**src/rtl/dp_pkg.sv**
```systemverilog
// -----------------------------------------------------------------------------
// dp_pkg
// Shared definitions for the dp_sequencer control unit: datapath widths,
// opcode values, FunctionalUnit select codes, instruction field positions,
// the FSM state encoding and the static control bundle produced by the
// decoder.
// -----------------------------------------------------------------------------
package dp_pkg;

    localparam int NBIT     = 16;  // instruction / datapath width
    localparam int PC_WIDTH = 6;   // 64-word instruction/data space

    // Opcodes (IR[15:12]); 0x0-0x7 are register-register ALU operations.
    localparam logic [3:0] OP_ADD  = 4'h0;
    localparam logic [3:0] OP_SUB  = 4'h1;
    localparam logic [3:0] OP_AND  = 4'h2;
    localparam logic [3:0] OP_OR   = 4'h3;
    localparam logic [3:0] OP_XOR  = 4'h4;
    localparam logic [3:0] OP_NOT  = 4'h5;
    localparam logic [3:0] OP_SHL  = 4'h6;
    localparam logic [3:0] OP_SHR  = 4'h7;
    localparam logic [3:0] OP_ADDI = 4'h8;
    localparam logic [3:0] OP_LD   = 4'h9;
    localparam logic [3:0] OP_ST   = 4'hA;
    localparam logic [3:0] OP_LDI  = 4'hB;
    localparam logic [3:0] OP_BZ   = 4'hC;
    localparam logic [3:0] OP_JMP  = 4'hD;
    localparam logic [3:0] OP_JAL  = 4'hE;
    localparam logic [3:0] OP_HALT = 4'hF;

    // FunctionalUnit selects; ALU opcodes pass op[2:0] straight through.
    localparam logic [2:0] FS_ADD = 3'b000;

    // Instruction field positions.
    localparam int OP_MSB  = 15;
    localparam int OP_LSB  = 12;
    localparam int DA_MSB  = 11;
    localparam int DA_LSB  = 8;
    localparam int AA_MSB  = 7;
    localparam int AA_LSB  = 4;
    localparam int BA_MSB  = 3;
    localparam int BA_LSB  = 0;
    localparam int TGT_MSB = 5;   // jump target is IR[5:0]

    typedef enum logic [2:0] {
        S_FETCH  = 3'd0,
        S_DECODE = 3'd1,
        S_EXEC   = 3'd2,
        S_MEM    = 3'd3,
        S_HALT   = 3'd4
    } state_e;

    // Static control set implied by the opcode alone; the sequencer decides
    // in which state each field actually reaches the datapath.
    typedef struct packed {
        logic [2:0] fs;
        logic       mb;
        logic       md;
        logic       mj;
        logic       mk;
        logic       a_thru;
        logic       b_thru;
        logic       writes_reg;
        logic       is_mem;
        logic       is_load;
        logic       is_store;
        logic       is_branch;  // conditional (BZ)
        logic       is_jump;    // unconditional (JMP, JAL)
        logic       is_halt;
    } ctrl_t;

endpackage

```
**src/rtl/dp_if.sv**
```systemverilog
// -----------------------------------------------------------------------------
// dp_if
// Bundle between the sequencer and the datapath/memory side.
//   master (sequencer): drives the memory request, the PC pair and every
//                       datapath select/enable; receives instr, mem_ack,
//                       zero_flag.
//   slave  (datapath + memory): the mirror image.
// -----------------------------------------------------------------------------
interface dp_if
    import dp_pkg::*;
#(
    parameter int N_BIT = NBIT,
    parameter int PC_W  = PC_WIDTH
) ();

    // Memory port
    logic [N_BIT-1:0] instr;
    logic             mem_ack;
    logic             mem_req;
    logic             mem_we;

    // Datapath status
    logic             zero_flag;

    // Program counter pair
    logic [PC_W-1:0]  PC;
    logic [PC_W-1:0]  PC_prev;

    // Register addresses and datapath controls
    logic [3:0]       DA;
    logic [3:0]       AA;
    logic [3:0]       BA;
    logic [2:0]       FS;
    logic             RW;
    logic             MB;
    logic             MD;
    logic             MJ;
    logic             MM;
    logic             MK;
    logic             A_thru;
    logic             B_thru;
    logic             halted;

    modport master (
        input  instr, mem_ack, zero_flag,
        output mem_req, mem_we, PC, PC_prev, DA, AA, BA, FS,
               RW, MB, MD, MJ, MM, MK, A_thru, B_thru, halted
    );

    modport slave (
        output instr, mem_ack, zero_flag,
        input  mem_req, mem_we, PC, PC_prev, DA, AA, BA, FS,
               RW, MB, MD, MJ, MM, MK, A_thru, B_thru, halted
    );

endinterface

```
**src/rtl/dp_decoder.sv**
```systemverilog
// -----------------------------------------------------------------------------
// dp_decoder
// Purely combinational opcode decoder.
//   op   in  4       IR[15:12]
//   ctrl out ctrl_t  static control set for that opcode
// -----------------------------------------------------------------------------
module dp_decoder
    import dp_pkg::*;
(
    input  logic [3:0] op,
    output ctrl_t      ctrl
);

    always_comb begin
        // NOTE: assigning every field a default before the case means no path
        // leaves a bit unassigned, so no latch is inferred.
        ctrl = '0;
        case (op)
            OP_ADDI: begin
                ctrl.fs         = FS_ADD;
                ctrl.mb         = 1'b1;
                ctrl.mk         = 1'b1;   // DA doubles as the A operand
                ctrl.writes_reg = 1'b1;
            end
            OP_LD: begin
                ctrl.md         = 1'b1;
                ctrl.writes_reg = 1'b1;
                ctrl.is_mem     = 1'b1;
                ctrl.is_load    = 1'b1;
            end
            OP_ST: begin
                ctrl.is_mem     = 1'b1;
                ctrl.is_store   = 1'b1;
            end
            OP_LDI: begin
                ctrl.mb         = 1'b1;
                ctrl.b_thru     = 1'b1;
                ctrl.writes_reg = 1'b1;
            end
            OP_BZ: begin
                ctrl.a_thru     = 1'b1;   // zero_flag reflects R[AA] passed through
                ctrl.is_branch  = 1'b1;
            end
            OP_JMP: begin
                ctrl.is_jump    = 1'b1;
            end
            OP_JAL: begin
                ctrl.mj         = 1'b1;
                ctrl.writes_reg = 1'b1;
                ctrl.is_jump    = 1'b1;
            end
            OP_HALT: begin
                ctrl.is_halt    = 1'b1;
            end
            default: begin              // 0x0-0x7 register-register ALU
                ctrl.fs         = op[2:0];
                ctrl.writes_reg = 1'b1;
            end
        endcase
    end

endmodule

```
**src/rtl/dp_sequencer.sv**
```systemverilog
// -----------------------------------------------------------------------------
// dp_sequencer
// Multi-cycle fetch/decode/execute control unit for the 16-bit register-file
// + FunctionalUnit datapath. Owns PC, PC_prev and IR, arbitrates the single
// memory port between instruction fetch (MM=1) and data access (MM=0).
//   clk    in   rising-edge clock
//   reset  in   asynchronous, active-low reset
//   bus    dp_if.master: instr/mem_ack/zero_flag in; mem_req, mem_we, PC,
//          PC_prev, DA/AA/BA, FS, RW, MB, MD, MJ, MM, MK, A_thru, B_thru,
//          halted out
// Zero-wait latency: 3 cycles per instruction (FETCH, DECODE, EXEC or MEM);
// every memory wait cycle adds one.
// -----------------------------------------------------------------------------
module dp_sequencer
    import dp_pkg::*;
#(
    parameter int nBit = NBIT,
    parameter int PC_W = PC_WIDTH
) (
    input  logic clk,
    input  logic reset,
    dp_if.master bus
);

    state_e          state_q, state_d;
    logic [PC_W-1:0] pc_q, pc_d;
    logic [PC_W-1:0] pc_prev_q, pc_prev_d;
    logic [nBit-1:0] ir_q, ir_d;

    ctrl_t           ctrl;
    logic [PC_W-1:0] pc_inc;
    logic [PC_W-1:0] jump_tgt;
    logic            take_jump;

    dp_decoder u_decoder (
        .op   (ir_q[OP_MSB:OP_LSB]),
        .ctrl (ctrl)
    );

    // Natural PC_W-bit overflow gives the 63 -> 0 wrap.
    assign pc_inc = pc_q + PC_W'(1);

    // BZ target is {DA[1:0], BA}; JMP/JAL target is IR[5:0].
    assign jump_tgt = ctrl.is_branch
                    ? PC_W'({ir_q[DA_LSB+1:DA_LSB], ir_q[BA_MSB:BA_LSB]})
                    : PC_W'(ir_q[TGT_MSB:0]);

    assign take_jump = ctrl.is_jump | (ctrl.is_branch & bus.zero_flag);

    // -------------------------------------------------------------------------
    // Next-state logic
    // -------------------------------------------------------------------------
    always_comb begin
        state_d   = state_q;
        pc_d      = pc_q;
        pc_prev_d = pc_prev_q;
        ir_d      = ir_q;
        case (state_q)
            S_FETCH: begin
                if (bus.mem_ack) begin
                    ir_d      = bus.instr;
                    pc_d      = pc_inc;
                    pc_prev_d = pc_inc;   // link address for JAL
                    state_d   = S_DECODE;
                end
            end
            S_DECODE: begin
                if (ctrl.is_mem) begin
                    state_d = S_MEM;
                end else if (ctrl.is_halt) begin
                    state_d = S_HALT;
                end else begin
                    state_d = S_EXEC;
                end
            end
            S_EXEC: begin
                // PC update shares the edge with the register write.
                if (take_jump) begin
                    pc_d = jump_tgt;
                end
                state_d = S_FETCH;
            end
            S_MEM: begin
                if (bus.mem_ack) begin
                    state_d = S_FETCH;
                end
            end
            S_HALT: begin
                state_d = S_HALT;
            end
            default: begin
                state_d = S_FETCH;
            end
        endcase
    end

    // -------------------------------------------------------------------------
    // State registers
    // -------------------------------------------------------------------------
    always_ff @(posedge clk or negedge reset) begin
        if (!reset) begin
            // NOTE: IR is reset along with the PC pair so DA/AA/BA read 0 and
            // an aborted instruction leaves nothing behind for the next decode.
            state_q   <= S_FETCH;
            pc_q      <= '0;
            pc_prev_q <= '0;
            ir_q      <= '0;
        end else begin
            // NOTE: non-blocking assignments so every flop samples the values
            // from before this edge, independent of statement order.
            state_q   <= state_d;
            pc_q      <= pc_d;
            pc_prev_q <= pc_prev_d;
            ir_q      <= ir_d;
        end
    end

    // -------------------------------------------------------------------------
    // Datapath controls. Everything is gated by reset so the FETCH reset state
    // does not raise mem_req/MM while reset is still held.
    // -------------------------------------------------------------------------
    assign bus.PC      = pc_q;
    assign bus.PC_prev = pc_prev_q;
    assign bus.DA      = ir_q[DA_MSB:DA_LSB];
    assign bus.AA      = ir_q[AA_MSB:AA_LSB];
    assign bus.BA      = ir_q[BA_MSB:BA_LSB];

    always_comb begin
        bus.mem_req = 1'b0;
        bus.mem_we  = 1'b0;
        bus.FS      = '0;
        bus.RW      = 1'b0;
        bus.MB      = 1'b0;
        bus.MD      = 1'b0;
        bus.MJ      = 1'b0;
        bus.MM      = 1'b0;
        bus.MK      = 1'b0;
        bus.A_thru  = 1'b0;
        bus.B_thru  = 1'b0;
        bus.halted  = 1'b0;
        if (reset) begin
            case (state_q)
                S_FETCH: begin
                    bus.mem_req = 1'b1;
                    bus.MM      = 1'b1;
                end
                S_DECODE, S_EXEC: begin
                    // DECODE shows the same selects as EXEC, minus the write,
                    // so the register reads have a full cycle to settle.
                    bus.FS     = ctrl.fs;
                    bus.MB     = ctrl.mb;
                    bus.MD     = ctrl.md;
                    bus.MJ     = ctrl.mj;
                    bus.MK     = ctrl.mk;
                    bus.A_thru = ctrl.a_thru;
                    bus.B_thru = ctrl.b_thru;
                    bus.RW     = (state_q == S_EXEC) && ctrl.writes_reg;
                end
                S_MEM: begin
                    bus.mem_req = 1'b1;
                    bus.mem_we  = ctrl.is_store;
                    // Load data is only valid in the ack cycle.
                    if (ctrl.is_load && bus.mem_ack) begin
                        bus.RW = 1'b1;
                        bus.MD = 1'b1;
                    end
                end
                S_HALT: begin
                    bus.halted = 1'b1;
                end
                default: begin
                end
            endcase
        end
    end

endmodule
```
**src/flat_wrapper.sv**
```systemverilog
// flat-port wrapper written by rule: the top's interface ports become plain ports
module dp_sequencer_flat import dp_pkg::*;
#(
    parameter int nBit = NBIT,
    parameter int PC_W = PC_WIDTH
)
  (clk, reset, bus_instr, bus_mem_ack, bus_zero_flag, bus_mem_req, bus_mem_we, bus_PC, bus_PC_prev, bus_DA, bus_AA, bus_BA, bus_FS, bus_RW, bus_MB, bus_MD, bus_MJ, bus_MM, bus_MK, bus_A_thru, bus_B_thru, bus_halted);
  dp_if #(.PC_W(PC_W)) bus_i ();
  input  logic clk;
  input  logic reset;
  input wire logic [$bits(bus_i.instr)-1:0] bus_instr;
  input wire logic [$bits(bus_i.mem_ack)-1:0] bus_mem_ack;
  input wire logic [$bits(bus_i.zero_flag)-1:0] bus_zero_flag;
  output wire logic [$bits(bus_i.mem_req)-1:0] bus_mem_req;
  output wire logic [$bits(bus_i.mem_we)-1:0] bus_mem_we;
  output wire logic [$bits(bus_i.PC)-1:0] bus_PC;
  output wire logic [$bits(bus_i.PC_prev)-1:0] bus_PC_prev;
  output wire logic [$bits(bus_i.DA)-1:0] bus_DA;
  output wire logic [$bits(bus_i.AA)-1:0] bus_AA;
  output wire logic [$bits(bus_i.BA)-1:0] bus_BA;
  output wire logic [$bits(bus_i.FS)-1:0] bus_FS;
  output wire logic [$bits(bus_i.RW)-1:0] bus_RW;
  output wire logic [$bits(bus_i.MB)-1:0] bus_MB;
  output wire logic [$bits(bus_i.MD)-1:0] bus_MD;
  output wire logic [$bits(bus_i.MJ)-1:0] bus_MJ;
  output wire logic [$bits(bus_i.MM)-1:0] bus_MM;
  output wire logic [$bits(bus_i.MK)-1:0] bus_MK;
  output wire logic [$bits(bus_i.A_thru)-1:0] bus_A_thru;
  output wire logic [$bits(bus_i.B_thru)-1:0] bus_B_thru;
  output wire logic [$bits(bus_i.halted)-1:0] bus_halted;
  assign bus_i.instr = bus_instr;
  assign bus_i.mem_ack = bus_mem_ack;
  assign bus_i.zero_flag = bus_zero_flag;
  assign bus_mem_req = bus_i.mem_req;
  assign bus_mem_we = bus_i.mem_we;
  assign bus_PC = bus_i.PC;
  assign bus_PC_prev = bus_i.PC_prev;
  assign bus_DA = bus_i.DA;
  assign bus_AA = bus_i.AA;
  assign bus_BA = bus_i.BA;
  assign bus_FS = bus_i.FS;
  assign bus_RW = bus_i.RW;
  assign bus_MB = bus_i.MB;
  assign bus_MD = bus_i.MD;
  assign bus_MJ = bus_i.MJ;
  assign bus_MM = bus_i.MM;
  assign bus_MK = bus_i.MK;
  assign bus_A_thru = bus_i.A_thru;
  assign bus_B_thru = bus_i.B_thru;
  assign bus_halted = bus_i.halted;
  dp_sequencer #(.nBit(nBit), .PC_W(PC_W)) u_core (.clk(clk), .reset(reset), .bus(bus_i));
endmodule
```
**config.mk**
```make
export PLATFORM = sky130hd
export DESIGN_NAME = dp_sequencer_flat
export DESIGN_NICKNAME = d
export VERILOG_FILES = /design/src/rtl/dp_pkg.sv /design/src/rtl/dp_if.sv /design/src/rtl/dp_decoder.sv /design/src/rtl/dp_sequencer.sv /design/src/flat_wrapper.sv
export SDC_FILE = /design/constraint.sdc
export NUM_CORES = 1
export LEC_CHECK = 0
export ABC_CLOCK_PERIOD_IN_PS = 3000
export BUFFER_PORTS_ARGS = -buffer_cell sky130_fd_sc_hd__buf_4
export CORE_MARGIN = 1
export CORE_UTILIZATION = 31
export DETAILED_ROUTE_END_ITERATION = 16
export GPL_TIMING_DRIVEN = 0
export PLACE_DENSITY = 0.58
export REMOVE_ABC_BUFFERS = 1
export SYNTH_ARGS = -nofsm -noshare
export SYNTH_HDL_FRONTEND = slang
export SYNTH_SLANG_ARGS = --single-unit
```
**constraint.sdc**
```tcl
create_clock -name clk -period 3 [get_ports clk]
set_input_delay 0.75 -clock clk [delete_from_list [all_inputs] [get_ports clk]]
set_output_delay 0.75 -clock clk [all_outputs]
set_load 0.01 [all_outputs]
```
==> reports/results.ini, run 1 <==
[status]
status = complete, no violations

[route]
via_per_inst = 4.70
wire_per_inst_um = 12.8
detail-route-antenna-nets = 0
drt-pass1-iter-count = 4
drt-total-wl_um = 4060
drt_iter0_drc = 60
num_vias = 1496
drc_errors = 0

[power_and_ir_drop]
power_switching_w = 0.000953
leakagePower_nw = 1.07
ir_drop_uv = 397
power.internal_w = 0.00135
switching_share = 0.414
combPwrFrac = 0.464
p_per_area_nw_per_um2 = 1040
p_seq_frac = 0.380
p_clk_frac = 0.156
power_w = 0.00230

[timing]
rsz0062_at_grt = no
finalSetupViolCount = 0
hold_violations = 0
skew_ps = 7.30
max_slew.worst_pin.slew_ps = 1060
min_period_ps = 2760
fin_crit_sh = 0.919
fmax_mhz = 363
slew_violations = 0
max_slew_margin = 0.295

[synth]
syn_area_per_cell_um2 = 8.33
async_flop_share = 1.00
synth_edf_count = 0
ys_ff_latch = 31
syn_area_um2 = 1730
synthDistinctLibCells = 38
synthCells = 208
synth_ff_type = dfrtp_1
ys.warnings.count = 0
ys_seq_area_frac = 0.448

[layout]
nets = 268
final_core_util = 0.424
area_growth_pct = 28.1
layout-drive-gt1-share = 0.286
diodes = 0
fillers = 529

[clocking]
post_cts_resize_count = 0
h-tree-depth = 2
clkLatencyLatePin_ps = 280
cts_tree = done
holdBufCountCts = 0
cts_setup_buffers = 0
cts_root_buf = clkbuf_8
cts_buffers = 5
clk_path_buf_depth = 2
cts.sinks = 31
clk_pin_slew_ps = 60

[floorplanning]
core_area_um2 = 5240
io-pin-count = 58
die_height_um = 76.7
dieArea_um2 = 5890
start_util = 0.331
rows = 26
die_x_um = 76.7

[job]
maxCapViolations = 0

[placement]
gp_congestion = 0.824
dp_hpwl_um = 2860
port_buffers = 57

[grt]
antenna_found_initial = 0
grt_pass1_vias = 1436
grt_max_degree = 35
grt_pass1_wl_um = 6820
grt_use_total = 0.146
grt.overflow.total = 0

[setup_path]
cp.arrival_ps = 2010
slowest_stage = buf_4
path_cells = buf_4, nor2b_1, nand3b_1, nand2b_1, nor3_1, buf_4
crit_required_ps = 2250
max_stage_delay_ps = 360
timing_worst_setup_path_type = in2out
critPathCaptureType = primary output
critPathLaunchType = input pin
critPathMaxFanout = 34
crit_top_cell = buf_4

[hold_path]
hold_path.class = in2async

cells in the final DEF (no fill, tap or decap), types with 3 or more instances in the layout:
cell type and instances:
o21ai_0 9, and2_1 4, nand2_1 62, xor2_1 4
a21oi_1 6, clkbuf_8 7, dfrtp_1 31, nor2_1 13
nand2b_1 3, nor3_1 13, buf_4 57, nand3_1 4
nor2b_1 3, nand3b_1 3
metal layers:
metal | part of all wire | global-route usage
met1 | 0.47 | 0.193
met2 | 0.47 | 0.228
met3 | 0.040 | 0.0321
met4 | 0.021 | 0.0654
met5 | 0 | 0
sequential cells by signal (all words and copies together) (netlist names):
name                flops
u_core.bus.PC_prev      6
u_core.ir_q            16
u_core.state_q          3
u_core.bus.PC           6
kinds of logic (layout without fill, tap and decap cells):
family,count (synthesis),in the layout,synth area share
simple gates,113,113,0.307
flops,31,31,0.448
buf+inv,28,68,0.0925
compound gates,27,27,0.103
xor+xnor,6,6,0.0303
mux,2,2,0.0116
fa+ha+maj,1,1,0.00722
power groups by stage:
stage	clock [W]	sequential [W]	combinational (W)
3_3_place_gp	0	0.000876	0.00105
3_5_place_dp	0	0.000886	0.00108
5_1_grt	0.000390	0.000919	0.00119
6_report	0.000360	0.000875	0.00107
4_1_cts	0.000370	0.000880	0.00108
2_1_floorplan	0	0.000893	0.000557
per-stage QoR:
step | setup WS (ps) | hold WS (ps) | setup TNS [ps] | std cells | area (um^2)
final | 244 | 407 | 0 | 318 | 2220
after global routing | 34.6 | 444 | 0 | 318 | 2220
after CTS | 208 | 422 | 0 | 318 | 2220
after detailed placement | 216 | 467 | 0 | 310 | 2120
after global placement | -155 | 463 | -441 | 309 | 2090
after floorplan | 708 | 454 | 0 | 182 | 1580
area by class of cell:
cell class / count / area [um^2] / share of cell area
repair buffers: 58 / 443 / 0.200
flip-flops and latches: 31 / 776 / 0.350
inverters: 2 / 7.51 / 0.00338
multi-input cells: 149 / 805 / 0.363
well taps: 70 / 87.6 / 0.0395
clock buffers: 8 / 100 / 0.0451
Yosys cell counts, drive strengths merged, types with 2 or more instances:
master | count | share of area
xor2 | 4 | 0.020
nand2b | 3 | 0.011
o31ai | 2 | 0.0087
nor2 | 13 | 0.028
clkbuf | 11 | 0.024
xnor2 | 2 | 0.010
a21oi | 6 | 0.017
a211oi | 3 | 0.016
o21ai | 10 | 0.029
mux2i | 2 | 0.012
nand3 | 4 | 0.012
buf | 15 | 0.064
nor2b | 3 | 0.011
inv | 2 | 0.0043
nand2 | 62 | 0.13
nor3 | 13 | 0.038
dfrtp | 31 | 0.45
and2 | 4 | 0.014
nand3b | 3 | 0.013
a221oi | 2 | 0.014
critical path, delay by kind of cell:
kind,cells,cell delay [ps]
AND/OR/NAND/NOR,4,750
buffers and inverters,2,510
worst paths after layout:
kind,start,end,slack (ps),depth (start not counted)
max,reset,bus_MK,240,6
min,reset,u_core.state_q[0],410,1
max reg2reg,u_core.state_q[0],u_core.bus.PC[4],520,4
min reg2reg,u_core.ir_q[11],u_core.ir_q[11],470,2
max in group asynchronous,reset,u_core.ir_q[10],2290,1
min in group clk,u_core.ir_q[11],u_core.ir_q[11],470,2
(Power assumes the default switching activity.)
==> inputs of run 2 (changes only) <==
--- a/config.mk
+++ b/config.mk
@@ -5,14 +5,16 @@
 export SDC_FILE = /design/constraint.sdc
 export NUM_CORES = 1
 export LEC_CHECK = 0
+export ABC_AREA = 1
 export ABC_CLOCK_PERIOD_IN_PS = 3000
 export BUFFER_PORTS_ARGS = -buffer_cell sky130_fd_sc_hd__buf_4
 export CORE_MARGIN = 1
 export CORE_UTILIZATION = 31
 export DETAILED_ROUTE_END_ITERATION = 16
 export GPL_TIMING_DRIVEN = 0
-export PLACE_DENSITY = 0.58
+export PLACE_DENSITY = 0.51
 export REMOVE_ABC_BUFFERS = 1
 export SYNTH_ARGS = -nofsm -noshare
 export SYNTH_HDL_FRONTEND = slang
+export SYNTH_HIERARCHICAL = 1
 export SYNTH_SLANG_ARGS = --single-unit
==> run 2 against run 1 <==
Fmax increased by 11%. Synthesized cell count is 21% higher. First-iteration DRC count is 110% higher. Clock skew decreased by 3.0 ps. Combinational power increased by 5%. Area after synthesis up 5.6%. Die area increased by 5.5%. Worst hold slack better by 1.8 ps. Flip-flop and latch count unchanged. Via count up 9.2%. Critical path type is now reg2out. Largest cell class unchanged. Highest routed layer unchanged.
==> reports/results.ini, run 2 <==
[status]
status = complete, no violations

[layout]
diodes = 0
fillers = 626
top_register = u_core/ir_q
postLayoutCellArea_um2 = 2280
final_common_cell = nand2_1
nets = 318
area_growth_pct = 24.4
largest_reg_flops = 16
layout-drive-gt1-share = 0.270
final_cell_mix = 89 x nand2_1, 57 x buf_4, 31 x dfrtp_1

[setup_path]
r2r_start = u_core/ir_q[15]
critPathCaptureType = primary output
worstRegToRegCells = 9
r2r-end = u_core/bus.PC[2]
critPathLaunchType = flop
critPathLaunch = u_core/state_q[2]
cp.arrival_ps = 1740
crit_required_ps = 2250
critPathMaxFanout = 12
rrSetupSlack_ps = 1110
timing_worst_setup_path_type = reg2out

[synth]
async_flop_share = 1.00
synth_ff_type = dfrtp_1
ys_seq_area_frac = 0.424
synthCells = 251
syn_area_per_cell_um2 = 7.29
netlist.area_leader.share = 0.424
synth_commonest_cells = 89 x nand2_1, 31 x dfrtp_1, 29 x inv_1
ys.warnings.count = 6
ys_ff_latch = 31
syn_area_um2 = 1830
yosysTopAreaCell = dfrtp_1
synth_area_leaders = dfrtp_1 42%, nand2_1 18%, inv_1 6.0%
synth_edf_count = 0
synthDistinctLibCells = 26
synth.most_common_cell = nand2_1

[hold_path]
hold_path.class = in2async

[route]
num_vias = 1633
detail-route-antenna-nets = 0
via_per_inst = 4.44
wire_per_inst_um = 11.0
drt-pass1-iter-count = 4
drt-total-wl_um = 4050
drt_iter0_drc = 125
drc_errors = 0

[placement]
dp_hpwl_um = 2940
port_buffers = 57
dpl_worst_slack_ps = 535
placed_area_um2 = 2200
gp_congestion = 0.802

[timing]
fin_tns_setup_ps = 0
skew_ps = 4.28
fmax_mhz = 402
setup_slack_ps = 511
max_slew.worst_pin.slew_ps = 640
rsz0062_at_grt = no
hold_violations = 0
max_slew_margin = 0.570
slew_violations = 0
fin_crit_sh = 0.830
min_period_ps = 2490
finalSetupViolCount = 0

[power_and_ir_drop]
p_per_area_nw_per_um2 = 970
switching_share = 0.438
power.internal_w = 0.00124
ir_drop_uv = 376
p_seq_frac = 0.359
power_switching_w = 0.000966
combPwrFrac = 0.509
leakagePower_nw = 1.21
p_clk_frac = 0.132

[floorplanning]
dieArea_um2 = 6210
io-pin-count = 58
die_x_um = 78.8
rows = 27
die_height_um = 78.8
start_util = 0.326
core_area_um2 = 5610

[clocking]
clkLatencyLatePin_ps = 280
h-tree-depth = 2
cts_buffers = 5
cts_root_buf = clkbuf_8
clk_pin_slew_ps = 60
post_cts_resize_count = 0
cts_tree = done
cts.sinks = 31
clk_path_buf_depth = 2
holdBufCountCts = 0
cts_setup_buffers = 0

[grt]
grt.overflow.total = 0
grt_pass1_wl_um = 6730
grt_pass1_vias = 1463
grt_max_degree = 34
antenna_found_initial = 0
grt_use_total = 0.142

[job]
maxCapViolations = 0

-- run 2: changes by cell type in the layout (fill, tap and decap cells not counted), sizes merged, moves of 3 or more --
cell    delta
nor2      +15
nor2b      -3
inv       +30
nand3     +11
o21ai      +5
nor3       -8
xor2       -3
nand2b     -3
and2       -4
nand3b     -3
nand2     +31
a211oi     -3
-- run 2: cells by family after synthesis --
family	synth area share
and+or+nand+nor	0.339
buffers and inverters	0.149
DFF	0.424
AOI/OAI and AO/OA	0.0766
xor gates and xnor gates	0.00479
adders and majority gates	0.00684
-- run 2: through the flow --
| step | hold WS, ps | utilization | std cells | total power (W) |
|---|---|---|---|---|
| floorplan | 454 | - | 233 | 0.00147 |
| global placement | 469 | 0.393 | 362 | 0.00193 |
| detailed placement | 468 | 0.393 | 362 | 0.00194 |
| CTS | 420 | 0.406 | 368 | 0.00224 |
| global route | 431 | 0.406 | 368 | 0.00242 |
| finish | 409 | 0.406 | 368 | 0.00221 |
-- run 2: worst max-delay path by stage --
stage,slack (ps),to,cells after the start
after floorplan,1090,bus_A_thru,5
after global placement,520,bus_halted,4
after detailed placement,540,bus_FS[1],4
after CTS,460,bus_FS[1],6
after global routing,290,bus_A_thru,5
final,510,bus_FS[1],6
-- run 2: worst max-delay path, stage by stage (launching register included) --
cell     delay, ps
dfrtp_1        410
inv_1          190
nand3_2        260
nand2_1        160
nand2_1        160
nor2_1         150
buf_4          130
-- run 2: final cells by class --
| type | count | area (um^2) | share of cell area |
|---|---|---|---|
| inverters | 33 | 129 | 0.0566 |
| multi-input cells | 169 | 781 | 0.343 |
| repair buffers | 57 | 428 | 0.188 |
| clock buffers | 6 | 72.6 | 0.0319 |
| well taps | 72 | 90.1 | 0.0396 |
| flip-flops and latches | 31 | 776 | 0.341 |
-- run 2: power groups by stage --
stage / sequential, W / clock, W / combinational [W]
detailed placement: 0.000800 / 0 / 0.00114
global route: 0.000828 / 0.000326 / 0.00127
CTS: 0.000798 / 0.000306 / 0.00114
global placement: 0.000804 / 0 / 0.00113
finish: 0.000793 / 0.000291 / 0.00112
floorplan: 0.000840 / 0 / 0.000627
-- run 2: routing by layer --
| metal | GRT usage | wire, um |
|---|---|---|
| met2 | 0.221 | 1840 |
| met4 | 0.0600 | 74 |
| met3 | 0.0356 | 233 |
| met1 | 0.186 | 1900 |
| met5 | 0 | 0 |
